<file path="config.mk">
export PLATFORM = sky130hd
export DESIGN_NAME = sequential_divider
export DESIGN_NICKNAME = d
export VERILOG_FILES = /design/src/rtl/sequential_divider.sv
export SDC_FILE = /design/constraint.sdc
export NUM_CORES = 1
export LEC_CHECK = 0
export BUFFER_PORTS_ARGS = -buffer_cell sky130_fd_sc_hd__buf_2
export CORE_MARGIN = 3
export CORE_UTILIZATION = 45
export CTS_CLUSTER_SIZE = 25
export DETAILED_ROUTE_END_ITERATION = 10
export GPL_TIMING_DRIVEN = 0
export PLACE_DENSITY = 0.72
export REMOVE_ABC_BUFFERS = 1
export SYNTH_ARGS = -nofsm -noshare
export SYNTH_HDL_FRONTEND = slang
export SYNTH_SLANG_ARGS = --single-unit
</file>
<file path="constraint.sdc">
create_clock -name clk -period 3.7 [get_ports clk]
set_input_delay 0.37 -clock clk [delete_from_list [all_inputs] [get_ports clk]]
set_output_delay 0.37 -clock clk [all_outputs]
set_load 0.02 [all_outputs]
</file>
<file path="src/rtl/sequential_divider.sv">
// Unsigned restoring divider: one quotient bit per clock behind a start/ready/valid
// handshake. A zero divisor is answered in a single cycle with a flag.
module sequential_divider #(
    parameter int DATA_WIDTH = 4
) (
    input  logic                  clk,
    input  logic                  reset,
    input  logic                  start,
    input  logic [DATA_WIDTH-1:0] dividend,
    input  logic [DATA_WIDTH-1:0] divisor,
    output logic                  ready,
    output logic                  busy,
    output logic                  valid,
    output logic [DATA_WIDTH-1:0] quotient,
    output logic [DATA_WIDTH-1:0] remainder,
    output logic                  div_by_zero
);

    localparam int N  = DATA_WIDTH;
    localparam int CW = $clog2(DATA_WIDTH + 1);

    typedef enum logic {
        IDLE = 1'b0,
        CALC = 1'b1
    } state_t;

    state_t          state_q;
    logic [N-1:0]    divisor_q;
    logic [N-1:0]    rem_q;
    logic [N-1:0]    shift_q;
    logic [CW-1:0]   count_q;
    logic [N-1:0]    quotient_q;
    logic [N-1:0]    remainder_q;
    logic            busy_q;
    logic            ready_q;
    logic            valid_q;
    logic            dbz_q;

    logic [N:0]      trial_s;
    logic            fits_s;
    logic [N-1:0]    rem_d;
    logic [N-1:0]    shift_d;

    // One restoring step; the difference always fits N bits, so it is taken modulo 2^N.
    always_comb begin
        trial_s = {rem_q, shift_q[N-1]};
        fits_s  = (trial_s >= {1'b0, divisor_q});
        if (fits_s) begin
            rem_d = trial_s[N-1:0] - divisor_q;
        end else begin
            rem_d = trial_s[N-1:0];
        end
        shift_d = {shift_q[N-2:0], fits_s};
    end

    // Control FSM with datapath registers and registered handshake/result outputs.
    always_ff @(posedge clk or posedge reset) begin
        if (reset) begin
            state_q     <= IDLE;
            divisor_q   <= {N{1'b0}};
            rem_q       <= {N{1'b0}};
            shift_q     <= {N{1'b0}};
            count_q     <= {CW{1'b0}};
            quotient_q  <= {N{1'b0}};
            remainder_q <= {N{1'b0}};
            busy_q      <= 1'b0;
            ready_q     <= 1'b1;
            valid_q     <= 1'b0;
            dbz_q       <= 1'b0;
        end else begin
            valid_q <= 1'b0;
            case (state_q)
                IDLE: begin
                    if (start) begin
                        if (divisor == {N{1'b0}}) begin
                            quotient_q  <= {N{1'b1}};
                            remainder_q <= dividend;
                            dbz_q       <= 1'b1;
                            valid_q     <= 1'b1;
                        end else begin
                            divisor_q <= divisor;
                            rem_q     <= {N{1'b0}};
                            shift_q   <= dividend;
                            count_q   <= CW'(N);
                            busy_q    <= 1'b1;
                            ready_q   <= 1'b0;
                            state_q   <= CALC;
                        end
                    end else begin
                        state_q <= IDLE;
                    end
                end
                CALC: begin
                    rem_q   <= rem_d;
                    shift_q <= shift_d;
                    count_q <= count_q - CW'(1);
                    if (count_q == CW'(1)) begin
                        quotient_q  <= shift_d;
                        remainder_q <= rem_d;
                        dbz_q       <= 1'b0;
                        valid_q     <= 1'b1;
                        busy_q      <= 1'b0;
                        ready_q     <= 1'b1;
                        state_q     <= IDLE;
                    end else begin
                        state_q <= CALC;
                    end
                end
                default: begin
                    state_q <= IDLE;
                    busy_q  <= 1'b0;
                    ready_q <= 1'b1;
                end
            endcase
        end
    end

    assign ready       = ready_q;
    assign busy        = busy_q;
    assign valid       = valid_q;
    assign quotient    = quotient_q;
    assign remainder   = remainder_q;
    assign div_by_zero = dbz_q;

endmodule

</file>
==> results.txt, run 1 <==
ys flop type - sky130_fd_sc_hd__dfrtp_1
power spent charging and discharging nets - 0.655 mW
number of fillers in the final layout - 261
Max Fanout on Critical Path - 6
vias in the first global route - 1138
number of standard-cell rows in the floorplan - 19
post-layout instance area - 1610 µm²
max-cap violations - 0
number of detailed-routing iterations run before antenna repair - 4
sink count of the clock tree - 28
count of input and output buffers - 22
Slew headroom - 32.0%
result of the run - complete, no violations
commonest non-fill, non-tap cell in the layout - sky130_fd_sc_hd__dfrtp_1
clock-pin slew reported for the worst setup and hold paths after clock tree synthesis - 150 ps
die area - 3870 µm²
number of CTS-inserted buffers - 3
number of synthesis warnings - 0
remaining routing DRC violations - 0
number of DRC markers after the initial detailed-route iteration - 54
vias after detailed routing - 1110
leading post-synthesis cells by cell area - sky130_fd_sc_hd__dfrtp_1 (47%), sky130_fd_sc_hd__ha_1 (5.3%), sky130_fd_sc_hd__o21ai_0 (4.9%), sky130_fd_sc_hd__nand2_1 (4.0%), sky130_fd_sc_hd__mux2i_1 (3.5%)
core area - 2880 µm²
initial antenna violation count - 0
sequential fraction of design power - 36.6%
library cells used by synthesis - 39
cells along the critical path - ha_1 -> o21ai_0 -> a32oi_1 -> mux2i_1 -> o22a_1
Max Clock Skew - 3.34 ps
routed length per instance - 13.7 µm
switching part of the total - 42.5%
Async SR Flop Fraction - 100%
number of post-CTS setup repair buffers - 0
Root Buffer Master - sky130_fd_sc_hd__clkbuf_4
Post-Route WL - 2820 µm
worst IR drop on VDD - 0.000403 V
Detail Route Antenna Nets - 0
first-pass GRT wire length - 5200 µm
initial cell density of the core - 49.5%
total power per unit cell area - 958 nW/µm²
Peak Freq - 0.488 GHz
largest incremental delay on the critical path - 540 ps
post-route worst setup slack - 1650 ps
ANT cells - 0
count of instances resized after the clock tree is built - 0
Critical Setup Path Class - reg2reg
Placement Cell Area - 1560 µm²
overall routing resource usage - 16.4%
number of primary I/O pins - 23
Non-Filler Instances - 205
maximum count of clock buffers along a single path - 2
ratio of cells with drive above 1 in the final layout - 22.1%
Setup Total Neg Slack - 0 ps
Cells after Synth - 140
internal power - 0.887 mW
cell type contributing the most total cell area after synthesis - sky130_fd_sc_hd__dfrtp_1
number of synthesized flops with an enable pin - 0
maximum level of the CTS H-tree - 1
WP data arrival - 2330 ps
clock tree from TritonCTS - built
final hold viol count - 0
power share of the combinational group - 50.3%
Final Net Count - 182
number of hold-repair buffers added at the cts stage - 0
commonest cells after routing, fill and taps aside - sky130_fd_sc_hd__dfrtp_1 (27), sky130_fd_sc_hd__buf_2 (22), sky130_fd_sc_hd__nand2_1 (15)
half-perimeter wire length of the detailed placement result - 2160 µm
transition at the pin with the smallest max-transition slack - 1020 ps
Clk Latency, worst-skew pair - 330 ps
share of synthesized area occupied by flip-flops and latches - 49.3%
syn_area_per_cell - 10.2 µm²
final critical delay including setup and external delays - 2050 ps
Syn Std Cell Area - 1420 µm²
max-slew violations - 0
setup violators final - 0
placer congestion estimate - 0.782
required time of the worst setup path - 3990 ps
setup slack at placement - 1690 ps
post-synthesis sequential element count - 28
Synth-to-Final Area Change - 13.1%
area share of the largest cell type after synthesis - 47.5%
Die Height - 62.2 µm
pin count of the biggest net entering global routing - 29
CP endpoint kind - register
fraction of the cycle the final worst path needs - 55.4%
startpoint type of the worst setup path - register
Die W - 62.2 µm
class of the worst hold path - in2async
setup repair after global routing missed its margin - no
clock group share of total power - 13.1%
number of placed instances, taps included - 201
Final Hold Slack - 252 ps
per-cell via count in the routed design - 5.41
Lkg Pwr - 0.762 nW
library cell contributing the largest single delay on the critical path - sky130_fd_sc_hd__a32oi_1
GR Overflow Total - 0
[sequential cells by signal, indices dropped and copies added (netlist names)]
register and count:
state_q 1, div_by_zero 1, ready 1, rem_q 4, busy 1, valid 1, quotient 4, remainder 4
count_q 3, shift_q 4, divisor_q 4
[power groups by stage]
stage / clock [mW] / sequential [mW] / combinational, mW
5_1_grt: 0.221 / 0.589 / 0.877
3_5_place_dp: 0 / 0.571 / 0.778
4_1_cts: 0.207 / 0.564 / 0.782
3_3_place_gp: 0 / 0.562 / 0.743
2_1_floorplan: 0 / 0.610 / 0.523
6_report: 0.202 / 0.564 / 0.776
[layout make-up]
type                    count  area [µm²]  area share, %
clock buffers               3        22.5           1.40
multi-input cells          94         636           39.5
flip-flops and latches     28         702           43.6
clock inverters             1        30.0           1.87
well taps                  42        52.6           3.27
repair buffers             22         110           6.84
inverters                  15        56.3           3.50
[cells in the mapped netlist (all sizes together) (2+ instances only)]
library cell	n
nand2	15
nand3b	2
a31oi	4
clkbuf	2
nand3	3
and3	2
ha	6
a21o	5
o21ai	15
a21oi	5
xor2	2
nand2b	2
nor3	2
a211oi	4
dfrtp	27
inv	14
o22a	2
nor2	8
mux2i	5
[layer usage]
layer	vias up	global-route usage [%]	share of wire (%)
li1	537	-	-
met1	523	22.1	44
met2	42	26.2	47
met3	8	2.52	6.5
met4	0	6.91	1.8
met5	-	0	0
[kinds of logic (layout without fill, tap and decap cells)]
logic type      Yosys count  in the layout  share of synthesized area, %
flops                    28             28                          49.3
buf+inv                  18             41                          5.98
xor+xnor                  2              2                          1.23
compound gates           40             40                          18.5
mux                       6              6                          4.31
fa+ha+maj                 7              7                          6.68
simple gates             39             39                          14.0
[worst max-delay path, delay by kind of cell, from the launching register on]
kind,cells,cell delay [ps]
compound gates,3,830
fa+ha+maj,1,380
flops,1,440
mux,1,340
[metrics by stage]
step	utilization, %	power (mW)
after global routing	55.9	1.69
after detailed placement	54.1	1.35
final	55.9	1.54
after floorplan	-	1.13
after CTS	55.9	1.55
after global placement	54.1	1.30
[path summary, 6_finish.rpt]
kind | endpoint | cells past startpoint | from | slack [ps]
min reg2reg | busy$_DFFE_PP0P_ | 1 | busy$_DFFE_PP0P_ | 490
min | remainder[2]$_DFFE_PP0P_ | 2 | reset | 250
max | remainder[0]$_DFFE_PP0P_ | 5 | rem_q[1]$_DFFE_PP0P_ | 1650
max in group asynchronous | count_q[0]$_DFFE_PP0P_ | 2 | reset | 2840
max reg2reg | remainder[0]$_DFFE_PP0P_ | 5 | rem_q[1]$_DFFE_PP0P_ | 1650
min in group clk | divisor_q[3]$_DFFE_PP0P_ | 3 | divisor[3] | 260
Note: power is estimated with default switching activity, not from simulation.
==> run 2: changes to the inputs <==
Settings changed: ABC_AREA set to 1, PLACE_DENSITY 0.72 to 0.74.
Clock period 3.7 ns to 1.65 ns, I/O delays scaled along.
==> results.txt, run 2 <==
sink count of the clock tree - 28
number of primary I/O pins - 23
setup violators final - 0
final hold viol count - 0
vias in the first global route - 1152
overall routing resource usage - 15.2%
cell type contributing the most total cell area after synthesis - sky130_fd_sc_hd__dfrtp_1
Clk Latency, worst-skew pair - 320 ps
ys flop type - sky130_fd_sc_hd__dfrtp_1
pin count of the biggest net entering global routing - 29
count of input and output buffers - 22
ANT cells - 0
WP buf/inv - 1
Die W - 62.4 µm
Synth-to-Final Area Change - 21.6%
Slew headroom - 30.5%
library cells used by synthesis - 24
number of DRC markers after the initial detailed-route iteration - 47
Syn Std Cell Area - 1430 µm²
area share of the largest cell type after synthesis - 47.2%
final critical delay including setup and external delays - 1590 ps
result of the run - complete, no violations
most common cell in the netlist - sky130_fd_sc_hd__nand2_1
die area - 3890 µm²
number of synthesized flops with an enable pin - 0
internal reg-to-reg setup slack - 60 ps
max-cap violations - 0
Final Net Count - 220
clock-pin slew reported for the worst setup and hold paths after clock tree synthesis - 140 ps
Max Clock Skew - 1.28 ps
leading post-synthesis cells by cell area - sky130_fd_sc_hd__dfrtp_1 (47%), sky130_fd_sc_hd__nand2_1 (11%), sky130_fd_sc_hd__inv_1 (6.8%), sky130_fd_sc_hd__nand3_1 (5.6%), sky130_fd_sc_hd__ha_1 (5.2%)
transition at the pin with the smallest max-transition slack - 1040 ps
per-cell via count in the routed design - 5.00
cell repeated most along the worst path - sky130_fd_sc_hd__nand2_1
Detail Route Antenna Nets - 0
maximum level of the CTS H-tree - 1
number of standard-cell rows in the floorplan - 19
R2R Path End - remainder[3]$_DFFE_PP0P_
Cells after Synth - 169
half-perimeter wire length of the detailed placement result - 2060 µm
number of CTS-inserted buffers - 3
library cell contributing the largest single delay on the critical path - sky130_fd_sc_hd__dfrtp_1
Worst Reg2Reg Path Length in Cells - 9
maximum count of clock buffers along a single path - 2
initial antenna violation count - 0
Post-Route WL - 3110 µm
required time of the worst setup path - 1890 ps
core area - 2900 µm²
cell depth of the worst setup path - 9
Async SR Flop Fraction - 100%
number of synthesis warnings - 0
cells along the critical path - ha_4 -> a21oi_4 -> nand2_1 -> nand2_2 -> nand2_4 -> nand3_2 -> nand3_1 -> nand2_1 -> inv_1
startpoint type of the worst setup path - register
CP endpoint kind - register
commonest cells after routing, fill and taps aside - sky130_fd_sc_hd__nand2_1 (42), sky130_fd_sc_hd__dfrtp_1 (26), sky130_fd_sc_hd__inv_1 (22), sky130_fd_sc_hd__buf_2 (22)
vias after detailed routing - 1214
Top Family by Delay on Critical Path - simple AND/OR/NAND/NOR gates
max-slew violations - 0
Critical Setup Path Class - reg2reg
remaining routing DRC violations - 0
GR Overflow Total - 0
crit path launch - rem_q[1]$_DFFE_PP0P_
Final Hold Slack - 55.5 ps
number of fillers in the final layout - 267
Max Fanout on Critical Path - 6
placer congestion estimate - 0.854
Post-synth top cells - sky130_fd_sc_hd__nand2_1 (42), sky130_fd_sc_hd__dfrtp_1 (27), sky130_fd_sc_hd__inv_1 (26), sky130_fd_sc_hd__nand3_1 (16)
total power consumption of the routed design - 3.90 mW
post-synthesis sequential element count - 28
Root Buffer Master - sky130_fd_sc_hd__clkbuf_4
initial cell density of the core - 49.3%
launch point of the worst reg-to-reg path - rem_q[1]$_DFFE_PP0P_
first-pass GRT wire length - 4860 µm
fraction of the cycle the final worst path needs - 96.2%
WP data arrival - 1820 ps
Die Height - 62.4 µm
post-route worst setup slack - 63.3 ps
endpoint of the most critical setup path - remainder[3]$_DFFE_PP0P_
Setup Total Neg Slack - 0 ps
total power per unit cell area - 2240 nW/µm²
Lkg Pwr - 0.927 nW
ratio of cells with drive above 1 in the final layout - 29.9%
Peak Freq - 0.630 GHz
share of synthesized area occupied by flip-flops and latches - 49.1%
class of the worst hold path - in2reg
number of detailed-routing iterations run before antenna repair - 4
routed length per instance - 12.8 µm
largest incremental delay on the critical path - 460 ps
final cell utilization of the core - 60.0%
commonest non-fill, non-tap cell in the layout - sky130_fd_sc_hd__nand2_1
clock tree from TritonCTS - built
setup slack at placement - -153 ps
worst IR drop on VDD - 0.00102 V
syn_area_per_cell - 8.46 µm²
==> run 2: worst register-to-register path: stages, from the launching register on <==
cell and delay (ps):
sky130_fd_sc_hd__dfrtp_1 460, sky130_fd_sc_hd__ha_4 280, sky130_fd_sc_hd__a21oi_4 150, sky130_fd_sc_hd__nand2_1 80
sky130_fd_sc_hd__nand2_2 130, sky130_fd_sc_hd__nand2_4 110, sky130_fd_sc_hd__nand3_2 120, sky130_fd_sc_hd__nand3_1 70
sky130_fd_sc_hd__nand2_1 60, sky130_fd_sc_hd__inv_1 40
==> run 2: worst min-delay path by stage <==
stage               start                  endpoint  slack, ps  depth (start not counted)
3_5_place_dp   divisor[1]  divisor_q[1]$_DFFE_PP0P_        400                          3
4_1_cts        divisor[0]  divisor_q[0]$_DFFE_PP0P_         60                          3
5_1_grt        divisor[1]  divisor_q[1]$_DFFE_PP0P_         60                          3
6_report       divisor[0]  divisor_q[0]$_DFFE_PP0P_         60                          3
3_3_place_gp   divisor[0]  divisor_q[0]$_DFFE_PP0P_        390                          3
2_1_floorplan       reset          busy$_DFFE_PP0P_        230                          1
==> run 2: layout make-up <==
class                           instances  area [µm²]  share of cell area, %
Tap cell                               42        52.6                   3.02
Clock buffer                            4        26.3                   1.51
Sequential cell                        28         706                   40.6
Inverter                               27         104                   5.97
Multi-Input combinational cell        110         666                   38.3
Timing Repair Buffer                   32         185                   10.6
==> run 2: logic make-up after synthesis <==
logic type               Yosys count  synth area share [%]
AND/OR/NAND/NOR                   83                  26.3
buffers and inverters             31                  9.97
flip-flops                        28                  49.1
AO/OA/AOI/OAI                     19                  7.35
adder cells (fa/ha/maj)            7                  6.65
XOR/XNOR                           1                 0.613
==> run 2: power breakdown <==
| part | internal [mW] | total, mW | switching (mW) |
|---|---|---|---|
| combinational | 0.965 | 2.37 | 1.41 |
| sequential | 1.04 | 1.24 | 0.195 |
| clock | 0.0947 | 0.284 | 0.190 |
==> run 2: per-stage QoR <==
step                instances  instance area [µm²]
finish                    243                 1740
global route              243                 1740
CTS                       233                 1600
detailed placement        229                 1550
global placement          229                 1550
floorplan                 165                 1390
==> run 2: routing by layer <==
metal | vias to the layer above | GRT usage [%] | wire (µm)
li1 | 601 | - | -
met1 | 581 | 19.6 | 1380
met2 | 25 | 26.2 | 1570
met3 | 7 | 1.80 | 92
met4 | 0 | 5.79 | 67
met5 | - | 0 | 0
==> run 2: what timing repair did <==
item / 4_1_cts / 5_1_grt
resized for setup: 4 / 15
setup buffers: 0 / 10
hold buffers: 0 / 0
endpoints found under the setup margin: 4 / 7
pin swaps: 0 / 6
